<file path="config.mk">
export PLATFORM = sky130hd
export DESIGN_NAME = sw_job_sequencer_flat
export DESIGN_NICKNAME = d
export VERILOG_FILES = /design/src/rtl/sw_job_sequencer_pkg.sv /design/src/rtl/sw_job_sequencer_if.sv /design/src/rtl/sw_job_sequencer_watchdog.sv /design/src/rtl/sw_job_sequencer.sv /design/src/flat_wrapper.sv
export SDC_FILE = /design/constraint.sdc
export NUM_CORES = 1
export LEC_CHECK = 0
export BUFFER_PORTS_ARGS = -buffer_cell sky130_fd_sc_hd__buf_2
export CORE_ASPECT_RATIO = 1.75
export CORE_MARGIN = 3
export CORE_UTILIZATION = 55
export CTS_BUF_LIST = sky130_fd_sc_hd__clkbuf_16
export DETAILED_ROUTE_END_ITERATION = 12
export PLACE_DENSITY = 0.75
export REMOVE_ABC_BUFFERS = 1
export SLEW_MARGIN = 30
export SYNTH_ARGS = -nofsm -noshare
export SYNTH_HDL_FRONTEND = slang
export SYNTH_SLANG_ARGS = --single-unit
</file>
<file path="constraint.sdc">
create_clock -name clk -period 3.5 [get_ports clk]
set_input_delay 0.7 -clock clk [delete_from_list [all_inputs] [get_ports clk]]
set_output_delay 0.7 -clock clk [all_outputs]
set_load 0.02 [all_outputs]
</file>
<file path="src/rtl/sw_job_sequencer_pkg.sv">
// sw_seq_pkg: sequencer states, packed scoring-param layout and accelerator result width.
package sw_seq_pkg;
    localparam int V_E_F_Bit = 16;
    localparam int RESULT_W_DEF = V_E_F_Bit;
    localparam int FIELD_W = 4;
    localparam int MATCH_LSB = 12;
    localparam int MISMATCH_LSB = 8;
    localparam int ALPHA_LSB = 4;
    localparam int BETA_LSB = 0;
    typedef logic [3:0] state_t;
    localparam state_t ST_IDLE = 4'd0;
    localparam state_t ST_SETT = 4'd1;
    localparam state_t ST_SETT_GAP = 4'd2;
    localparam state_t ST_SETT_WAIT = 4'd3;
    localparam state_t ST_LOAD = 4'd4;
    localparam state_t ST_START = 4'd5;
    localparam state_t ST_START_GAP = 4'd6;
    localparam state_t ST_WAIT_VALID = 4'd7;
    localparam state_t ST_WAIT_IDLE = 4'd8;
    localparam state_t ST_NEXT = 4'd9;
    localparam state_t ST_DONE = 4'd10;
    localparam state_t ST_TIMEOUT = 4'd11;
    function automatic logic [15:0] pack_param(input logic [FIELD_W-1:0] m, mm, a, b);
        logic [15:0] p;
        p = '0;
        p[MATCH_LSB +: FIELD_W] = m;
        p[MISMATCH_LSB +: FIELD_W] = mm;
        p[ALPHA_LSB +: FIELD_W] = a;
        p[BETA_LSB +: FIELD_W] = b;
        return p;
    endfunction
endpackage

</file>
<file path="src/rtl/sw_job_sequencer_if.sv">
// sw_job_sequencer_if: control/status bundle between the sequencer and FPGAWrapper.
interface sw_job_sequencer_if import sw_seq_pkg::*; #(
    parameter int PARAM_W = 16,
    parameter int RESULT_W = RESULT_W_DEF
);
    logic                set_t;
    logic                start;
    logic [PARAM_W-1:0]  param;
    logic                busy;
    logic                valid;
    logic [RESULT_W-1:0] result;
    modport master(output set_t, start, param, input busy, valid, result);
    modport slave(input set_t, start, param, output busy, valid, result);
endinterface

</file>
<file path="src/rtl/sw_job_sequencer_watchdog.sv">
// sw_seq_watchdog: per-state cycle counter that flags a wait lasting TIMEOUT_CYCLES.
module sw_seq_watchdog #(
    parameter int TIMEOUT_CYCLES = 500000
) (
    input  logic clk,
    input  logic rst,
    input  logic i_clr,
    input  logic i_en,
    output logic o_expired
);
    localparam int CW = $clog2(TIMEOUT_CYCLES + 1);
    logic [CW-1:0] r_cnt;
    always_ff @(posedge clk) begin
        if (rst || i_clr) r_cnt <= '0;
        else if (i_en) r_cnt <= r_cnt + 1'b1;
    end
    assign o_expired = i_en && r_cnt == CW'(TIMEOUT_CYCLES - 1);
endmodule

</file>
<file path="src/rtl/sw_job_sequencer.sv">
// sw_job_sequencer: runs a table of Smith-Waterman parameter sets through the accelerator.
module sw_job_sequencer import sw_seq_pkg::*; #(
    parameter int NUM_JOBS = 4,
    parameter int PARAM_W = 16,
    parameter int RESULT_W = RESULT_W_DEF,
    parameter int TIMEOUT_CYCLES = 500000,
    localparam int AW = NUM_JOBS > 1 ? $clog2(NUM_JOBS) : 1
) (
    input  logic                clk,
    input  logic                rst,
    input  logic                i_cfg_we,
    input  logic [AW-1:0]       i_cfg_addr,
    input  logic [PARAM_W-1:0]  i_cfg_wdata,
    input  logic                i_go,
    input  logic [AW:0]         i_num_jobs,
    input  logic [AW-1:0]       i_res_addr,
    output logic [RESULT_W-1:0] o_res_data,
    output logic                o_res_ok,
    sw_job_sequencer_if.master  acc,
    output logic                o_running,
    output logic [AW-1:0]       o_job_idx,
    output logic                o_done,
    output logic                o_timeout
);
    state_t              r_state, w_next;
    logic [AW-1:0]       r_job_idx;
    logic [AW:0]         r_num;
    logic [PARAM_W-1:0]  r_params [NUM_JOBS];
    logic [RESULT_W-1:0] r_res [NUM_JOBS];
    logic [NUM_JOBS-1:0] r_ok;
    logic                r_set_t, r_start;
    logic                w_idle, w_wait, w_expired, w_last, w_drive, w_capture;

    assign w_idle = r_state == ST_IDLE || r_state == ST_DONE || r_state == ST_TIMEOUT;
    assign w_wait = r_state == ST_SETT_WAIT || r_state == ST_WAIT_VALID || r_state == ST_WAIT_IDLE;
    assign w_last = (AW+1)'(r_job_idx) + (AW+1)'(1) == r_num;
    assign w_drive = r_state >= ST_LOAD && r_state <= ST_NEXT;
    assign w_capture = r_state == ST_WAIT_VALID && acc.valid;

    sw_seq_watchdog #(.TIMEOUT_CYCLES(TIMEOUT_CYCLES)) u_wdog (
        .clk(clk),
        .rst(rst),
        .i_clr(w_next != r_state),
        .i_en(w_wait),
        .o_expired(w_expired)
    );

    // Progress wins over expiry when both land in the same cycle.
    always_comb begin
        w_next = r_state;
        case (r_state)
            ST_IDLE, ST_DONE, ST_TIMEOUT: w_next = i_go ? ST_SETT : r_state;
            ST_SETT:       w_next = ST_SETT_GAP;
            ST_SETT_GAP:   w_next = ST_SETT_WAIT;
            ST_SETT_WAIT:  w_next = !acc.busy ? (r_num == '0 ? ST_DONE : ST_LOAD) : w_expired ? ST_TIMEOUT : r_state;
            ST_LOAD:       w_next = ST_START;
            ST_START:      w_next = ST_START_GAP;
            ST_START_GAP:  w_next = ST_WAIT_VALID;
            ST_WAIT_VALID: w_next = acc.valid ? ST_WAIT_IDLE : w_expired ? ST_TIMEOUT : r_state;
            ST_WAIT_IDLE:  w_next = !acc.busy ? ST_NEXT : w_expired ? ST_TIMEOUT : r_state;
            ST_NEXT:       w_next = w_last ? ST_DONE : ST_LOAD;
            default:       w_next = ST_IDLE;
        endcase
    end

    always_ff @(posedge clk) begin
        if (rst) begin
            r_state <= ST_IDLE;
            r_job_idx <= '0;
            r_num <= '0;
            r_ok <= '0;
            r_set_t <= 1'b0;
            r_start <= 1'b0;
        end else begin
            r_state <= w_next;
            r_set_t <= w_next == ST_SETT;
            r_start <= w_next == ST_START;
            if (w_idle && i_go) begin
                r_ok <= '0;
                r_job_idx <= '0;
                r_num <= i_num_jobs > (AW+1)'(NUM_JOBS) ? (AW+1)'(NUM_JOBS) : i_num_jobs;
            end
            if (w_capture) r_ok[r_job_idx] <= 1'b1;
            if (r_state == ST_NEXT && !w_last) r_job_idx <= r_job_idx + 1'b1;
        end
    end

    always_ff @(posedge clk) begin
        if (w_idle && i_cfg_we) r_params[i_cfg_addr] <= i_cfg_wdata;
    end

    always_ff @(posedge clk) begin
        if (rst) r_res <= '{default: '0};
        else if (w_capture) r_res[r_job_idx] <= acc.result;
    end

    assign acc.set_t = r_set_t;
    assign acc.start = r_start;
    assign acc.param = w_drive ? r_params[r_job_idx] : '0;
    assign o_res_data = r_res[i_res_addr];
    assign o_res_ok = r_ok[i_res_addr];
    assign o_running = !w_idle;
    assign o_job_idx = r_job_idx;
    assign o_done = r_state == ST_DONE;
    assign o_timeout = r_state == ST_TIMEOUT;
endmodule

</file>
<file path="src/flat_wrapper.sv">
// flat-port wrapper written by rule: the top's interface ports become plain ports
module sw_job_sequencer_flat import sw_seq_pkg::*;
#(
    parameter int NUM_JOBS = 4,
    parameter int PARAM_W = 16,
    parameter int RESULT_W = RESULT_W_DEF,
    parameter int TIMEOUT_CYCLES = 500000,
    localparam int AW = NUM_JOBS > 1 ? $clog2(NUM_JOBS) : 1
)
  (clk, rst, i_cfg_we, i_cfg_addr, i_cfg_wdata, i_go, i_num_jobs, i_res_addr, o_res_data, o_res_ok, o_running, o_job_idx, o_done, o_timeout, acc_set_t, acc_start, acc_param, acc_busy, acc_valid, acc_result);
  sw_job_sequencer_if #(.PARAM_W(PARAM_W), .RESULT_W(RESULT_W)) acc_i ();
  input  logic clk;
  input  logic rst;
  input  logic i_cfg_we;
  input  logic [AW-1:0] i_cfg_addr;
  input  logic [PARAM_W-1:0] i_cfg_wdata;
  input  logic i_go;
  input  logic [AW:0] i_num_jobs;
  input  logic [AW-1:0] i_res_addr;
  output logic [RESULT_W-1:0] o_res_data;
  output logic o_res_ok;
  output logic o_running;
  output logic [AW-1:0] o_job_idx;
  output logic o_done;
  output logic o_timeout;
  output wire logic [$bits(acc_i.set_t)-1:0] acc_set_t;
  output wire logic [$bits(acc_i.start)-1:0] acc_start;
  output wire logic [$bits(acc_i.param)-1:0] acc_param;
  input wire logic [$bits(acc_i.busy)-1:0] acc_busy;
  input wire logic [$bits(acc_i.valid)-1:0] acc_valid;
  input wire logic [$bits(acc_i.result)-1:0] acc_result;
  assign acc_set_t = acc_i.set_t;
  assign acc_start = acc_i.start;
  assign acc_param = acc_i.param;
  assign acc_i.busy = acc_busy;
  assign acc_i.valid = acc_valid;
  assign acc_i.result = acc_result;
  sw_job_sequencer #(.NUM_JOBS(NUM_JOBS), .PARAM_W(PARAM_W), .RESULT_W(RESULT_W), .TIMEOUT_CYCLES(TIMEOUT_CYCLES)) u_core (.clk(clk), .rst(rst), .i_cfg_we(i_cfg_we), .i_cfg_addr(i_cfg_addr), .i_cfg_wdata(i_cfg_wdata), .i_go(i_go), .i_num_jobs(i_num_jobs), .i_res_addr(i_res_addr), .o_res_data(o_res_data), .o_res_ok(o_res_ok), .acc(acc_i), .o_running(o_running), .o_job_idx(o_job_idx), .o_done(o_done), .o_timeout(o_timeout));
endmodule
</file>
==> metrics, run 1 <==
status=finished, final reports clean; Min Hold Slack=0.454 ns; Worst Setup Path Type=flop to output pin; post-CTS setup buffers=0; Setup violations, final=0; worst-path maximum fanout=20; hold_buf cts=0; Fin Setup TNS=0 ns; crit path cell chain=nand2b_1 -> o21a_1 -> nor2b_1 -> buf_2; Routed WL per cell=18.0 um; vias in the first global route=5341; Clock transition at path regs=0.06 ns; Critical path origin=u_core.r_state[2]; Starting Density=0.561; syn_area_per_cell=10.9 um^2; Comb pwr share=0.057; Internal=3240 uW; drt total wl=16.1 mm; Power Dens Cells=516 nW/um^2; depth of the most critical reg-to-reg path=6; top cell type by total area after synthesis=dfxtp_1; port bufs=84; ys async rst share=0; CP delay by family, top=flip-flops; Iter 0 DRT Violations=336; WHS Path Cells=2; Post-Place Worst Slack=0.784 ns; Leak=0.00279 uW; number of hold violations in the final report=0; drt first pass iters=5; Post-DRT Antenna Nets=0; final-stage net count=762; Sequential Area=3920 um^2; post-synthesis sequential area ratio=0.560; initial antenna violation count=0; final worst slack=0.441 ns; number of cell rows=54; Max Cap Violations=0; htree depth=4; die area=14200 um^2; unrepaired setup endpoints after global routing=false; CTS tree=yes; largest net degree at the start of global routing=42; total grt overflow=0; critical path arrival=2.36 ns; Top Ports=85; nature of the critical path startpoint=flop; main flop type after synthesis=dfxtp_1; Rel. slew slack=0.418; cell area after layout=8110 um^2; DIE WIDTH=91.4 um; Hold Path Class=flop to flop; Worst path depth=4; Fillers=924; Slew Viols, Final=0; sw power=945 uW; clk sinks=164; Post-CTS Resized=0; cells after synthesis=646; area added between synthesis and finish=15.6%; Placed Area=7500 um^2; Area contributors post-synth=dfxtp_1 (29%), edfxtp_1 (27%), mux4_2 (11%); Core Region=12500 um^2; critical path buffer and inverter count=1; Slew @ Worst Pin=0.873 ns; number of synthesized flops with an enable pin=64; sequential share of power=0.490; final worst path period need=3.06 ns; clock share of power=0.453; Synth warnings=0; synth unique cells=52; Final Cycle Share=0.874; first-pass GRT wire length=26.1 mm; critical hold path startpoint=u_core.r_ok[3]; Clock Tree Root=clkbuf_16; Max Fclk=0.327 GHz; post-synthesis register bit count=164; proportion of layout cells with a drive suffix above 1=0.228; Crit. End Element=output pin; CP max stage delay=0.75 ns; DRC=0; total number of vias=5142; post-layout util=0.649; clk_lat worst skew=0.42 ns; Final Wtd Congestion=0.858; Slowest-stage cell, CP=dfxtp_1; Worst EP required=2.80 ns; GRT Resource Usage Total=0.237; footprint of the multi-input gates=2880 um^2; post-detail-place hpwl=11.0 mm; Clock Skew=0.00568 ns; die height=155 um; switching part of the total=0.226; mapped cell area=7010 um^2; worst reg2reg startpoint=u_core.r_state[1]; number of buffers created by CTS=17; vias per cell=5.75; worst vdd ir=0.000394 V; Yosys top cell area share=0.285; worst-case clock buffer depth=2
==> cells by family after synthesis <==
| group | Yosys count | synth area share |
|---|---|---|
| AOI/OAI and AO/OA | 108 | 0.0905 |
| xor gates and xnor gates | 21 | 0.0262 |
| adders and majority gates | 5 | 0.00892 |
| buffers and inverters | 51 | 0.0323 |
| DFF | 164 | 0.559 |
| muxes | 36 | 0.110 |
| and+or+nand+nor | 261 | 0.172 |
==> sequential cells by signal, indices dropped and copies added, names as in the netlist, named ones only <==
name	flops
u_core.r_params	64
u_core.r_res	64
u_core.u_wdog.r_cnt	19
u_core.r_ok	4
u_core.r_state	4
u_core.r_num	3
u_core.o_job_idx	2
u_core.acc.set_t	1
u_core.acc.start	1
==> stage by stage <==
stage,power [uW],instances
floorplan,2210,604
global placement,2320,861
detailed placement,2330,861
CTS,4210,893
global route,4310,893
finish,4180,894
==> tightest hold or removal path, stage by stage, from the launching register on <==
cell and delay, ns:
dfxtp_1 0.31, nand2_1 0.05, a21oi_1 0.05
==> final timing paths <==
kind,endpoint,slack (ns)
min reg2reg,u_core.r_ok[3],0.45
max reg2reg,u_core.r_res[12],0.80
min,u_core.r_ok[3],0.45
max,acc_param[0],0.44
==> power by group through the flow <==
stage	Combinational, uW	Sequential [uW]	Clock, uW
finish	238	2050	1890
global route	260	2050	1990
CTS	239	2050	1920
detailed placement	238	2090	0
global placement	230	2090	0
floorplan	123	2090	0
==> Yosys cell counts, types with 2 or more instances <==
| master | instances |
|---|---|
| clkbuf_1 | 26 |
| nor2_1 | 30 |
| xor2_1 | 12 |
| a31oi_1 | 2 |
| a21o_1 | 2 |
| nor3b_1 | 6 |
| nor2b_1 | 17 |
| nor4b_1 | 2 |
| a21oi_1 | 78 |
| and2_1 | 4 |
| a22o_1 | 2 |
| edfxtp_1 | 64 |
| inv_1 | 9 |
| buf_2 | 11 |
| mux4_2 | 33 |
| ha_1 | 5 |
| nand2_1 | 151 |
| nand3_1 | 9 |
| dfxtp_1 | 100 |
| and4_1 | 3 |
| nor3_1 | 18 |
| and3_1 | 3 |
| xnor2_1 | 9 |
| o21ai_0 | 6 |
| nand4_1 | 6 |
| buf_6 | 2 |
| a22oi_1 | 2 |
| a21oi_2 | 2 |
| o31a_1 | 2 |
| mux2i_1 | 2 |
| buf_1 | 2 |
| nor4_1 | 4 |
| o31ai_1 | 2 |
| o21a_1 | 2 |
==> layout make-up <==
cell class | instances | share of cell area
tap | 168 | 0.0259
clock inverter | 15 | 0.0221
antenna | 1 | 0.000309
clock buffer | 17 | 0.0525
timing repair buffer | 89 | 0.0565
inverter | 9 | 0.00417
sequential | 164 | 0.484
multi-input combinational | 431 | 0.355
==> routing by layer <==
metal | share of wire | wire (um) | global-route usage
met1 | 0.35 | 5570 | 0.236
met2 | 0.57 | 9200 | 0.459
met3 | 0.052 | 843 | 0.0445
met4 | 0.033 | 526 | 0.118
met5 | 0 | 0 | 0
==> layout by cell type, fill, tap and decap left out, drive strengths merged, types with 9 or more instances in the layout <==
| cell | instances |
|---|---|
| a21oi | 81 |
| buf | 89 |
| clkbuf | 17 |
| dfxtp | 100 |
| edfxtp | 64 |
| inv | 15 |
| mux4 | 33 |
| nand2 | 151 |
| nand3 | 9 |
| nor2 | 31 |
| nor2b | 17 |
| nor3 | 18 |
| xnor2 | 9 |
| xor2 | 12 |
Note: power is estimated with default switching activity, not from simulation.
==> run 2: changes to the inputs <==
--- a/config.mk
+++ b/config.mk
@@ -13,5 +13,7 @@
 export DETAILED_ROUTE_END_ITERATION = 12
 export PLACE_DENSITY = 0.75
+export RECOVER_POWER = 50
 export REMOVE_ABC_BUFFERS = 1
+export SKIP_CTS_REPAIR_TIMING = 1
 export SLEW_MARGIN = 30
 export SYNTH_ARGS = -nofsm -noshare
==> constraint.sdc (replaced) <==
create_clock -name clk -period 3.5 [get_ports clk]
set_input_delay 0.175 -clock clk [delete_from_list [all_inputs] [get_ports clk]]
set_output_delay 0.175 -clock clk [all_outputs]
set_load 0.02 [all_outputs]
==> run 2 against run 1 <==
Against the previous run:
- the run now ends with max-capacitance violations, max-slew violations left
- first-iteration DRC count increased by 4.5%
- fmax increased by 5.1%
- global-route usage decreased by 0.74 points
- routed wire length decreased by 2.6%
- sequential cell count unchanged
- critical path depth increased by 1
- combinational power increased by 3%
- critical endpoint is now u_core.r_params[1][2]
- highest routed layer unchanged
==> metrics, run 2 (synthesis gave the netlist of run 1 again) <==
Top Ports=85 (unchanged); final cell count without fillers=908 (+1.6%); clk sinks=164 (unchanged); switching part of the total=0.228 (+0.00166); final worst path period need=2.91 ns (-0.150 ns); total grt overflow=0 (unchanged); Clock Skew=0.00933 ns (+0.00365 ns); Placed Cells incl. Taps=861 (unchanged); number of cell rows=54 (unchanged); post-detail-place hpwl=10.4 mm (-5.4%); proportion of layout cells with a drive suffix above 1=0.152 (-0.0760); Starting Density=0.561 (unchanged); most frequent cells in the layout=nand2_1 (151), dfxtp_1 (100), a21oi_1 (79), edfxtp_1 (64), buf_2 (44); first-pass GRT wire length=25.7 mm (-1.7%); port bufs=84 (unchanged); clock share of power=0.408 (-0.045); critical path arrival=2.94 ns (+0.58 ns); die height=155 um (unchanged); final worst slack=0.591 ns (+0.150 ns); DRC=0 (unchanged); drt first pass iters=5 (unchanged); failing checks=max-capacitance violations, max-slew violations; area added between synthesis and finish=15.1%; Top Registers=u_core.r_params x64, u_core.r_res x64, u_core.u_wdog.r_cnt x19; Worst EP required=3.53 ns (+0.73 ns); GR Layer Usage met2=0.420 (-0.0383); GRT Resource Usage Total=0.229 (-0.00738); largest net degree at the start of global routing=42 (unchanged); Clock Tree Root=clkbuf_16; drt total wl=15.7 mm (-2.6%); CTS tree=yes; worst vdd ir=0.000382 V (-3.2%); depth of the most critical reg-to-reg path=5 (-1); nature of the critical path startpoint=flop; Setup violations, final=0 (unchanged); Max Cap Violations=1 (+1); Fillers=977 (+5.7%); number of buffers created by CTS=17 (unchanged); Final Wtd Congestion=0.864 (+0.71%); clk_lat worst skew=0.42 ns (about the same); Slew Viols, Final=18 (+18); Iter 0 DRT Violations=351 (+4.5%); Worst Setup Path Type=flop to flop; Routed WL per cell=17.3 um (-4.1%); Crit. End Element=flop; cell area after layout=8080 um^2 (-0.43%); unrepaired setup endpoints after global routing=false; status=finished, violations left; Power Dens Cells=480 nW/um^2 (-6.9%); vias per cell=5.65 (-1.8%); Clock transition at path regs=0.06 ns (about the same); Internal=2990 uW (-7.5%); final-stage net count=778 (+2.1%); Core Region=12500 um^2 (unchanged); WHS Path Cells=3 (+1); Slew @ Worst Pin=1.52 ns (+0.645 ns); Post-DRT Antenna Nets=0 (unchanged); Total Power=3880 uW (-7.3%); Leak=0.00266 uW (-4.9%); worst-path maximum fanout=18 (-10%); Final Cycle Share=0.831 (-0.0427); GR Util met1=0.244 (+0.00765); GR peak layer=met2; sw power=882 uW (-6.6%); Hold Path Class=input port to flop; leading cell type in the layout, fill and taps excluded=nand2_1; footprint of the multi-input gates=2850 um^2 (-1.0%); met3 Use GR=0.0474 (+0.00290); total number of vias=5126 (-0.31%); worst-case clock buffer depth=2 (unchanged); Rel. slew slack=-0.0121 (-0.430); Max Fclk=0.344 GHz (+5.1%); Sequential Area=3920 um^2 (unchanged); initial antenna violation count=1 (+1); Comb pwr share=0.063 (+0.006); Fin Setup TNS=0 ns (unchanged); sequential share of power=0.529 (+0.039); Placed Area=7500 um^2 (unchanged); DIE WIDTH=91.4 um (unchanged); htree depth=4 (unchanged); Post-Place Worst Slack=0.965 ns (+0.181 ns); number of hold violations in the final report=0 (unchanged); vias in the first global route=5276 (-1.2%); die area=14200 um^2 (unchanged)
-- run 2: changes by cell type in the layout (fill, tap and decap cells not counted), moves of 2 or more --
cell and change:
clkinv_2 +3, inv_8 -2, buf_4 -3, dlygate4sd3_1 +16, inv_6 -2, bufinv_16 -3
inv_1 +3, clkbuf_1 +43, buf_2 -40
-- run 2: cell type report --
type,count,share of cell area
tap,168,0.0260
sequential,164,0.486
timing repair buffer,105,0.0689
clock buffer,17,0.0527
antenna,1,0.000310
clock inverter,13,0.00914
multi-input combinational,431,0.353
inverter,9,0.00418
-- run 2: power by group through the flow --
stage	registers, uW	clock network (uW)	logic (uW)
detailed placement	2090	0	239
floorplan	2090	0	123
CTS	2050	1610	240
finish	2050	1580	246
global route	2050	1690	268
global placement	2090	0	231
-- run 2: layer usage --
layer  up-vias  share of wire
met4         0          0.033
met3        41          0.045
met1      2477           0.37
li1       2451              -
met2       157           0.55
met5         -              0
-- run 2: path summary, 6_finish.rpt --
path | from | end | slack, ns
min reg2reg | u_core.r_res[18] | u_core.r_res[18] | 0.45
min | acc_result[3] | u_core.r_res[35] | 0.03
max reg2reg | u_core.r_state[1] | u_core.r_params[1][2] | 0.59
max | u_core.r_state[1] | u_core.r_params[1][2] | 0.59
-- run 2: critical path, cell delays in order (launching register included) --
cell	delay (ns)
dfxtp_1	0.48
or3_1	0.43
a21oi_1	0.41
nand2_1	0.19
nor3b_2	0.20
clkbuf_1	0.81
-- run 2: stage by stage --
step	hold WS, ns	util
6_report	0.0274	0.646
5_1_grt	0.0221	0.646
4_1_cts	-0.0393	0.640
3_5_place_dp	0.393	0.600
3_3_place_gp	0.387	0.600
2_1_floorplan	0.244	-
